==> src/rtl/array_indirect_loader.sv <==
// Loads a small register array from a word stream, then serves
// two-level indirect lookups over a valid/ready result port.
module array_indirect_loader #(
    parameter int WIDTH   = 3,
    parameter int DEPTH   = 4,
    parameter int AW      = 2,
    parameter int IDX_LSB = 1,
    parameter int OUT_W   = 2
) (
    input  logic             clk,
    input  logic             rst_n,
    input  logic             start,
    input  logic             in_valid,
    input  logic [WIDTH-1:0] in_data,
    output logic             in_ready,
    output logic             loaded,
    input  logic             lk_valid,
    input  logic [AW-1:0]    lk_addr,
    output logic             lk_ready,
    output logic             res_valid,
    output logic [OUT_W-1:0] res_data,
    output logic [AW-1:0]    res_index,
    input  logic             res_ready
);

    localparam logic [2:0] IDLE   = 3'd0;
    localparam logic [2:0] LOAD   = 3'd1;
    localparam logic [2:0] READY  = 3'd2;
    localparam logic [2:0] LOOK   = 3'd3;
    localparam logic [2:0] RESULT = 3'd4;

    localparam logic [AW-1:0] LAST = AW'(DEPTH - 1);

    logic [2:0]       r_state;
    logic [AW-1:0]    r_wptr;
    logic [WIDTH-1:0] r_mem [DEPTH];
    logic [OUT_W-1:0] r_res_data;
    logic [AW-1:0]    r_res_index;

    // Handshake and status outputs decode from state alone.
    assign in_ready  = (r_state == LOAD);
    assign lk_ready  = (r_state == READY);
    assign res_valid = (r_state == RESULT);
    assign loaded    = (r_state == READY) || (r_state == LOOK)
                    || (r_state == RESULT);
    assign res_data  = r_res_data;
    assign res_index = r_res_index;

    always_ff @(posedge clk or negedge rst_n) begin
        if (!rst_n) begin
            r_state     <= IDLE;
            r_wptr      <= '0;
            r_res_data  <= '0;
            r_res_index <= '0;
            for (int i = 0; i < DEPTH; i++) begin
                r_mem[i] <= '0;
            end
        end else if (start) begin
            // Restart drops any in-flight work; the array keeps its contents.
            r_state <= LOAD;
            r_wptr  <= '0;
        end else begin
            case (r_state)
                LOAD: begin
                    if (in_valid) begin
                        r_mem[r_wptr] <= in_data;
                        r_wptr        <= r_wptr + 1'b1;
                        if (r_wptr == LAST) begin
                            r_state <= READY;
                        end
                    end
                end
                READY: begin
                    if (lk_valid) begin
                        r_res_index <= r_mem[lk_addr][IDX_LSB +: AW];
                        r_state     <= LOOK;
                    end
                end
                LOOK: begin
                    r_res_data <= r_mem[r_res_index][OUT_W-1:0];
                    r_state    <= RESULT;
                end
                RESULT: begin
                    if (res_ready) begin
                        r_state <= READY;
                    end
                end
                default: r_state <= r_state;
            endcase
        end
    end

endmodule

==> config.mk <==
export PLATFORM = sky130hd
export DESIGN_NAME = array_indirect_loader
export DESIGN_NICKNAME = d
export VERILOG_FILES = /design/src/rtl/array_indirect_loader.sv
export SDC_FILE = /design/constraint.sdc
export NUM_CORES = 1
export LEC_CHECK = 0
export BUFFER_PORTS_ARGS = -buffer_cell sky130_fd_sc_hd__buf_4
export CORE_MARGIN = 10
export CORE_UTILIZATION = 45
export DETAILED_ROUTE_END_ITERATION = 10
export PLACE_DENSITY = 0.66
export SLEW_MARGIN = 20
export SYNTH_ARGS = -nofsm -noshare
export SYNTH_HDL_FRONTEND = slang
export SYNTH_SLANG_ARGS = --single-unit
==> constraint.sdc <==
create_clock -name clk -period 2 [get_ports clk]
set_input_delay 0 -clock clk [delete_from_list [all_inputs] [get_ports clk]]
set_output_delay 0 -clock clk [all_outputs]
set_load 0.02 [all_outputs]
==> flow_summary.ini <==
[logic_synthesis]
synth_edf_count = 0
ys_warn_count = 0
synth-seq-area-share = 0.444
synth_cells = 88
async_reset_ff_frac = 1.00
syn_area_per_cell_um2 = 13.5
synth_cell_types = 26
synthFlopType = dfrtp_1
ys_ff_latch = 21
syn-cell-area_mm2 = 0.00118
syn-num-nets = 103

[place]
hpwl_mm = 1.68
dp.cells = 132
portBuffers = 18
gp_congestion = 0.716

[cts]
root_buffer = clkbuf_4
cts_tree = yes
clock_latency_ns = 0.30
numClockSinks = 21
clkSlewWorstSetupHoldPaths_ns = 0.12
htreeDepth = 1
clock_path_buffers = 2
cts_resized = 0
cts_buffers = 3

[worst_setup_path]
worstPathCellList = ha_1, a21oi_1, nor2_1, o32ai_1, mux2_2
cp_max_fo = 4
reg2reg_to = r_state[0]
cp_slowest_cell = dfrtp_1
arrival_ns = 1.89
start_kind = flop
slowest_delay_ns = 0.43
worst_setup_path_end_kind = flop
cp_num_buf_inv = 0
worstReg2RegStart = r_wptr[0]
ff2ff_path_depth = 5
crit_type = flop to flop
r2r_setup_slack_ns = 0.30
worstPathRequired_ns = 2.19
cp_top_family = compound AO/OA/AOI/OAI gates
cp.depth = 5

[timing]
slew_viol_final = 0
post-route-period-util = 0.851
setup_violations = 0
max_freq_mhz = 588
rsz0062_at_grt = false
relSlewSlack = 0.743
finalSetupTns_ns = 0
clock_skew_ns = 0.00331
finalHoldViolCount = 0
fin_crit_ns = 1.70
worst_slew_pin_slew_ns = 0.383

[floorplan]
initial_core_util = 0.474
io_pins = 19
die_h_um = 71.3
rows = 18
die-area_mm2 = 0.00509
core_mm2 = 0.00250
dieWidth_um = 71.3

[grt]
grt-ovfl-total = 0
grt_max_degree = 22
first_global_vias = 809
antenna_found_initial = 0
grt_pass1_wl_mm = 3.79
grt_usage = 0.0915

[cells_and_area]
syn_to_final_growth_pct = 20.0
utilization = 0.569
drive_above_1_share = 0.460
fin_nets = 129
final_cells = 143
diodes = 0

[routing]
drc = 0
routed_wl_mm = 2.20
via_count = 757
postRouteAntennaNets = 0
avgViaCountPerCell = 5.29
dr.pass1.iters = 4
dr.first_iter.drc_count = 35
wire_per_inst_um = 15.4

[power]
vdd_drop_max_v = 0.000630
p_total_uw = 1690
p_per_area_mw_per_mm2 = 1190
p_leak_uw = 0.000735

[flow_run]
drv_cap = 0

[min_path]
hp-class = primary input to asynchronous set/reset pin

[run_status]
status = completed
[stage by stage]
stage / area, um^2 / hold slack (ns) / setup slack, ns
after floorplan: 1180 / -0.296 / 0.411
after global placement: 1320 / -0.0996 / 0.357
after detailed placement: 1320 / -0.100 / 0.322
after CTS: 1420 / 0.103 / 0.285
after global routing: 1420 / 0.0902 / 0.148
final: 1420 / 0.102 / 0.298
[worst reg2reg max path, stage by stage (launching register included)]
cell	delay, ns
dfrtp_1	0.43
ha_1	0.25
a21oi_1	0.14
nor2_1	0.05
o32ai_1	0.34
mux2_2	0.38
[layout by cell type (no fill, tap or decap), drive strengths merged, types with 4 or more instances in the layout]
cell type and n:
a21oi 4, buf 18, dfrtp 21, dlygate4sd3 7, ha 4, inv 5, mux2 18, mux4 4
nand2 6, nor2 7
[Yosys cell counts (2+ instances only)]
cell type | number | share of area
dfrtp_1 | 21 | 0.44
nor2_1 | 7 | 0.022
nor3_1 | 2 | 0.0084
buf_4 | 3 | 0.019
inv_1 | 5 | 0.016
nand2_1 | 2 | 0.0063
ha_1 | 4 | 0.042
nand2_4 | 4 | 0.038
a21oi_1 | 4 | 0.017
mux2_4 | 12 | 0.15
mux4_2 | 4 | 0.076
mux2_2 | 6 | 0.057
[layout make-up]
type	instances	area [um^2]
Sequential cell	21	526
Clock inverter	1	5.00
Inverter	5	18.8
Timing Repair Buffer	25	205
Multi-Input combinational cell	58	607
Fill cell	201	1080
Clock buffer	3	22.5
Tap cell	30	37.5
[state kept, by name, indices dropped and copies added, names as in the netlist]
| register | count |
|---|---|
| r_state | 3 |
| res_data | 2 |
| r_wptr | 2 |
| r_mem | 12 |
| res_index | 2 |
[worst max path at each step]
stage,start,endpoint,slack (ns)
3_5_place_dp,r_state[1],r_state[0],0.32
2_1_floorplan,r_wptr[0],r_state[0],0.41
3_3_place_gp,r_state[1],r_mem[8],0.36
4_1_cts,r_state[1],r_state[0],0.29
5_1_grt,r_state[1],r_state[0],0.15
6_report,r_wptr[0],r_state[0],0.30
[logic make-up (layout without fill, tap and decap cells)]
logic type,Yosys count,count (layout),synth area share
muxes,22,22,0.285
adders and majority gates,4,4,0.0422
buffers and inverters,9,34,0.0444
AOI/OAI and AO/OA,9,9,0.0496
and+or+nand+nor,22,22,0.128
DFF,21,21,0.444
xor gates and xnor gates,1,1,0.00739
[power breakdown]
part	internal [uW]	switching [uW]	leakage, uW
clock network	74.4	125	0.0000177
registers	570	154	0.000274
logic	452	312	0.000444
total	1100	590	0.000735
[what timing repair did]
action                                 4_1_cts  5_1_grt
setup buffers                                0        0
hold buffers                                 7        0
endpoints found under the hold margin       36        0
[per-layer routing]
layer	global-route usage	part of all wire	up-vias
li1	-	-	363
met1	0.107	0.46	382
met2	0.154	0.49	10
met3	0.0358	0.046	2
met4	0.0194	0.0059	0
met5	0	0	-
No activity file was read; power rests on OpenSTA's default activity.
